**src/rtl/mul_div_unit.sv**
```systemverilog
`default_nettype none
// +--------------------------------------------------------------------------+
// | Module  : mul_div_unit                                                   |
// | Brief   : Iterative multiply/divide unit with architectural HI/LO.       |
// |           Signed MULT/DIV built only when MDU_SIGNED_EN is defined.      |
// | Revision: 1.0                                                            |
// +--------------------------------------------------------------------------+
module mul_div_unit #(
  parameter int WIDTH = 32
) (
  input  logic             clk,
  input  logic             rst,
  input  logic             start,
  input  logic [1:0]       op,
  input  logic [WIDTH-1:0] a,
  input  logic [WIDTH-1:0] b,
  input  logic             hi_we,
  input  logic             lo_we,
  input  logic [WIDTH-1:0] wdata,
  output logic             busy,
  output logic             done,
  output logic [WIDTH-1:0] hi,
  output logic [WIDTH-1:0] lo
);

  localparam int                 C_CNT_W = (WIDTH > 1) ? $clog2(WIDTH) : 1;
  localparam logic [C_CNT_W-1:0] C_LAST  = C_CNT_W'(WIDTH - 1);
  localparam logic [C_CNT_W-1:0] C_ONE   = C_CNT_W'(1);

  typedef enum logic [1:0] {
    S_IDLE = 2'd0,
    S_CALC = 2'd1,
    S_FIN  = 2'd2
  } state_t;

  state_t               r_state;
  logic [C_CNT_W-1:0]   r_cnt;
  logic                 r_busy;
  logic                 r_done;
  logic [WIDTH-1:0]     r_hi;
  logic [WIDTH-1:0]     r_lo;
  logic                 r_is_div;
  logic                 r_b_zero;
  logic [WIDTH-1:0]     r_opnd;
  logic [WIDTH-1:0]     r_a_raw;
  logic [2*WIDTH-1:0]   r_acc;

  logic [WIDTH-1:0]     w_mag_a;
  logic [WIDTH-1:0]     w_mag_b;
  logic [2*WIDTH-1:0]   w_prod;
  logic [WIDTH-1:0]     w_quo;
  logic [WIDTH-1:0]     w_rem;
  logic [WIDTH-1:0]     w_res_hi;
  logic [WIDTH-1:0]     w_res_lo;

  // Operand magnitudes and final sign correction exist only in the signed build.
`ifdef MDU_SIGNED_EN
  logic w_neg_a;
  logic w_neg_b;
  logic r_neg_q;
  logic r_neg_r;

  assign w_neg_a = op[1] & a[WIDTH-1];
  assign w_neg_b = op[1] & b[WIDTH-1];
  assign w_mag_a = w_neg_a ? -a : a;
  assign w_mag_b = w_neg_b ? -b : b;
  assign w_prod  = r_neg_q ? -r_acc : r_acc;
  assign w_quo   = r_neg_q ? -r_acc[WIDTH-1:0] : r_acc[WIDTH-1:0];
  assign w_rem   = r_neg_r ? -r_acc[2*WIDTH-1:WIDTH] : r_acc[2*WIDTH-1:WIDTH];
`else
  logic w_unused_op1;

  assign w_unused_op1 = op[1];
  assign w_mag_a      = a;
  assign w_mag_b      = b;
  assign w_prod       = r_acc;
  assign w_quo        = r_acc[WIDTH-1:0];
  assign w_rem        = r_acc[2*WIDTH-1:WIDTH];
`endif

  // One iteration of shift-add multiply or restoring shift-subtract divide.
  logic [WIDTH-1:0]   w_addend;
  logic [WIDTH:0]     w_mul_sum;
  logic [WIDTH:0]     w_div_trial;
  logic               w_div_ge;
  logic [WIDTH-1:0]   w_div_rem;
  logic [2*WIDTH-1:0] w_acc_next;

  assign w_addend    = r_acc[0] ? r_opnd : {WIDTH{1'b0}};
  assign w_mul_sum   = {1'b0, r_acc[2*WIDTH-1:WIDTH]} + {1'b0, w_addend};
  assign w_div_trial = {r_acc[2*WIDTH-1:WIDTH], r_acc[WIDTH-1]};
  assign w_div_ge    = (w_div_trial >= {1'b0, r_opnd});
  assign w_div_rem   = WIDTH'(w_div_trial - {1'b0, r_opnd});

  always_comb begin
    w_acc_next = {w_mul_sum, r_acc[WIDTH-1:1]};
    if (r_is_div) begin
      if (w_div_ge) begin
        w_acc_next = {w_div_rem, r_acc[WIDTH-2:0], 1'b1};
      end else begin
        w_acc_next = {w_div_trial[WIDTH-1:0], r_acc[WIDTH-2:0], 1'b0};
      end
    end
  end

  // Divide by zero reports the raw dividend in HI regardless of signedness.
  always_comb begin
    w_res_hi = w_prod[2*WIDTH-1:WIDTH];
    w_res_lo = w_prod[WIDTH-1:0];
    if (r_is_div) begin
      if (r_b_zero) begin
        w_res_hi = r_a_raw;
        w_res_lo = {WIDTH{1'b1}};
      end else begin
        w_res_hi = w_rem;
        w_res_lo = w_quo;
      end
    end
  end

  always_ff @(posedge clk or posedge rst) begin
    if (rst) begin
      r_state  <= S_IDLE;
      r_cnt    <= '0;
      r_busy   <= 1'b0;
      r_done   <= 1'b0;
      r_hi     <= '0;
      r_lo     <= '0;
      r_is_div <= 1'b0;
      r_b_zero <= 1'b0;
      r_opnd   <= '0;
      r_a_raw  <= '0;
      r_acc    <= '0;
`ifdef MDU_SIGNED_EN
      r_neg_q  <= 1'b0;
      r_neg_r  <= 1'b0;
`endif
    end else begin
      r_done <= 1'b0;
      case (r_state)
        S_IDLE: begin
          if (hi_we) r_hi <= wdata;
          if (lo_we) r_lo <= wdata;
          if (start) begin
            r_state  <= S_CALC;
            r_busy   <= 1'b1;
            r_cnt    <= '0;
            r_is_div <= op[0];
            r_b_zero <= (b == {WIDTH{1'b0}});
            r_a_raw  <= a;
            r_opnd   <= op[0] ? w_mag_b : w_mag_a;
            r_acc    <= {{WIDTH{1'b0}}, (op[0] ? w_mag_a : w_mag_b)};
`ifdef MDU_SIGNED_EN
            r_neg_q  <= w_neg_a ^ w_neg_b;
            r_neg_r  <= w_neg_a;
`endif
          end
        end
        S_CALC: begin
          r_acc <= w_acc_next;
          r_cnt <= r_cnt + C_ONE;
          if (r_cnt == C_LAST) r_state <= S_FIN;
        end
        S_FIN: begin
          r_hi    <= w_res_hi;
          r_lo    <= w_res_lo;
          r_done  <= 1'b1;
          r_busy  <= 1'b0;
          r_cnt   <= '0;
          r_state <= S_IDLE;
        end
        default: begin
          r_state <= S_IDLE;
          r_busy  <= 1'b0;
        end
      endcase
    end
  end

  assign busy = r_busy;
  assign done = r_done;
  assign hi   = r_hi;
  assign lo   = r_lo;

endmodule
`default_nettype wire
```
**config.mk**
```make
export PLATFORM = sky130hd
export DESIGN_NAME = mul_div_unit
export DESIGN_NICKNAME = d
export VERILOG_FILES = /design/src/rtl/mul_div_unit.sv
export SDC_FILE = /design/constraint.sdc
export NUM_CORES = 1
export LEC_CHECK = 0
export BUFFER_PORTS_ARGS = -buffer_cell sky130_fd_sc_hd__buf_2
export CAP_MARGIN = 20
export CORE_ASPECT_RATIO = 2
export CORE_MARGIN = 2
export CORE_UTILIZATION = 50
export DETAILED_ROUTE_END_ITERATION = 10
export GPL_TIMING_DRIVEN = 1
export PLACE_DENSITY = 0.7
export SYNTH_ARGS = -nofsm -noshare
export SYNTH_HDL_FRONTEND = slang
export SYNTH_SLANG_ARGS = --single-unit
```
**constraint.sdc**
```tcl
create_clock -name clk -period 11.5 [get_ports clk]
set_input_delay 0.575 -clock clk [delete_from_list [all_inputs] [get_ports clk]]
set_output_delay 0.575 -clock clk [all_outputs]
set_load 0.02 [all_outputs]
```
==> summary.txt <==
Outcome
  • Status: completed

Global route
  • Largest net degree at the start of global routing: between 100 and 150
  • First-pass GRT wire length: around 66 mm
  • Vias in the first global route: 12,400
  • GR Util All Layers: 28.4%
  • Global route overflow: 0
  • Initial antenna violation count: 5

Setup path
  • Critical path cell sequence: nand2_1 -> inv_1 -> ha_1 -> a211oi_1 -> o21ai_1 -> o21ai_1 -> a2111oi_2 -> o21ai_2 -> a21oi_1 -> a211oi_1 -> mux2i_1 -> or3_1
  • Startpoint types: flop
  • Slowest-stage cell, CP: dfrtp_1
  • Critical path peak fanout: 35
  • CP endpoint kind: flop
  • Buf/Inv on CP: 1
  • Crit path max-delay family: compound AO/OA/AOI/OAI gates
  • Worst EP required: between 10 and 15 ns
  • Critical Path Max Stage Delay: between 1 and 1.5 ns
  • Setup CP Type: flop to flop
  • Worst Path Arrival: 4.59 ns

Clocking
  • CTS Root Cell: clkbuf_16
  • Clock latency at the later pin of the worst-skew pair: 0.52 ns
  • Clock Pin Slew Worst Setup and Hold Paths: about 0.070 ns
  • Post_cts resized: 0
  • Setup bufs post-CTS: 0
  • Bufs on Longest Clock Path: 3
  • CTS buffer count: 21
  • Cts hold-fix bufs: 0
  • Htree depth: 1
  • Clk sinks: 203
  • CTS tree: done

Timing
  • Max Slew Vio Count: 0
  • Final setup viols: 0
  • Max Fclk: 239 MHz
  • Skew final: slightly below 0.01 ns
  • Unrepaired setup endpoints after global routing: no
  • Worst-margin pin slew: 1.13 ns
  • Final worst-path cycle share: 36.5%
  • Tmin final: roughly 4.2 ns
  • Final hold viol count: 0
  • Relative slew margins: between 20% and 30%
  • Setup TNS Final: 0 ns

Power and ir drop
  • Maximum VDD drop: ~0.20 mV
  • Sequential power share: between 20% and 30%
  • Pint: approximately 2.7 mW
  • Gate power share: between 50 and 60%
  • Psw: between 2 and 2.5 mW
  • Power density cells: 331 mW/mm2
  • Pwr Total: 5.17 mW
  • Net Sw Frac: 47.5%
  • Clock power share: approximately 14%
  • Pleak: roughly 7.3 nW

Drt
  • DRC Markers: 0
  • Wire per inst: about 19 um
  • DR vias/cell: just under 6
  • DR WL met2: 20.5 mm
  • Met3 WL: 1.88 mm
  • Wl on met1: ~17 mm
  • Vias post-DR: between 10,000 and 15,000
  • Top layer in use: met4
  • Initial DRC Count: about 760
  • Detail Route Antenna Nets: 0
  • DRT Pass-1 Iters: 5
  • Routed WL: between 40 and 50 mm

Yosys
  • Yosys Warn Count: 0
  • Synth top area share: between 30% and 40%
  • Synthesis-stage register bit count: ~200
  • Mean Syn Cell Area: between 8 and 9 um2
  • Synth cell types: between 80 and 90
  • Synth Instances: 1,686
  • Post-synthesis sequential area ratio: about 37%
  • Main synth FF type: dfrtp_1
  • Ys async rst share: between 90% and 100%
  • Synth top area cells: dfrtp_1 37%, nand2_1 9.5%, o21ai_0 7.9%
  • Synth area leader: dfrtp_1
  • Mapped Nets: 1,857
  • EDFF count, synth: 0
  • Post-Syn Area: about 0.014 mm2

Finish
  • Layout cells sized above 1: between 10% and 20%
  • Syn-to-layout area delta: 12.2%
  • Fillers: ~2,600
  • Most frequent cells in the layout: 349 x nand2_1, 218 x o21ai_0, 202 x dfrtp_1, 166 x buf_2, 91 x a21oi_1
  • Most common cell after layout, fill and taps aside: nand2_1
  • Nets: about 2,000

Floorplan
  • Die footprint: 0.0292 mm2
  • Initial Util: about half
  • # IOs: 169
  • CORE AREA: between 0.02 and 0.03 mm2
  • # rows: between 80 and 90
  • Die X: 122 um
  • Die Span Y: between 200 and 250 um

Place
  • IO Port Bufs: roughly 170
  • Placed wire-length estimate: 30.9 mm
  • Placer Congestion: 0.940

Job
  • Max Cap Violations: 0

Min path
  • HP Class: input port to asynchronous set/reset pin
## power by group through the flow
stage          combinational (mW)  clock (mW)  sequential [mW]
6_report                     3.03       0.719             1.41
5_1_grt                      3.38       0.758             1.46
4_1_cts                      3.03       0.731             1.41
3_5_place_dp                 3.01           0             1.42
3_3_place_gp                 2.94           0             1.41
2_1_floorplan                2.22           0             1.44
## metal layers
| layer | up-vias | global-route usage [%] |
|---|---|---|
| met5 | - | 0 |
| met2 | 397 | 48.6 |
| met4 | 0 | 14.8 |
| met1 | 6012 | 35.1 |
| li1 | 6164 | - |
| met3 | 100 | 2.90 |
## registers in the layout, summed over array words and instances (netlist names)
name / cells
done: 1
r_a_raw: 32
r_b_zero: 1
lo: 32
hi: 32
r_is_div: 1
r_state: 2
r_cnt: 5
r_acc: 64
r_opnd: 32
busy: 1
## Yosys cell counts (all sizes together), types with 14 or more instances
cell type,instances
mux2,35
nand2,351
a31oi,14
xnor2,26
dfrtp,203
o22ai,35
and2,40
a21oi,91
o211ai,15
a21o,20
a22oi,20
inv,54
o21ai,221
nand3,44
xor2,24
mux2i,83
clkbuf,87
nor2,80
ha,66
buf,15
## cell type report
| cell class | count | area (um2) | area share [%] |
|---|---|---|---|
| Clock buffer | 29 | 606 | 3.89 |
| Multi-Input combinational cell | 1327 | 8180 | 52.5 |
| Tap cell | 352 | 440 | 2.83 |
| Clock inverter | 8 | 101 | 0.650 |
| Inverter | 54 | 210 | 1.35 |
| Sequential cell | 203 | 5080 | 32.6 |
| Antenna cell | 5 | 12.5 | 0.0803 |
| Timing Repair Buffer | 182 | 951 | 6.10 |
## final timing paths
check / startpoint / to / slack (ns) / cells after the start
max: r_acc[0] / r_acc[60] / 7.31 / 12
min: rst / lo[27] / 0.26 / 2
max reg2reg: r_acc[0] / r_acc[60] / 7.31 / 12
min reg2reg: hi[4] / hi[4] / 0.48 / 2
max in group asynchronous: rst / r_cnt[2] / 9.67 / 3
min in group clk: a[30] / r_a_raw[30] / 0.28 / 3
## stage by stage
| step | cell area [um2] | instances | util [%] | hold WS [ns] | worst slack (ns) |
|---|---|---|---|---|---|
| after floorplan | 13900 | 1686 | - | 0.446 | 5.39 |
| after global placement | 14900 | 2118 | 54.2 | 0.458 | 7.47 |
| after detailed placement | 14900 | 2118 | 54.2 | 0.462 | 7.32 |
| after CTS | 15600 | 2155 | 56.7 | 0.263 | 7.33 |
| after global routing | 15600 | 2160 | 56.8 | 0.283 | 7.09 |
| final | 15600 | 2160 | 56.8 | 0.262 | 7.31 |
## logic make-up after synthesis
kind of cell / share of synthesized area (%)
simple gates: 19.0
compound gates: 21.5
flops: 36.6
buf+inv: 4.76
mux: 8.82
fa+ha+maj: 6.24
xor+xnor: 3.15
No activity file was read; power rests on OpenSTA's default activity.
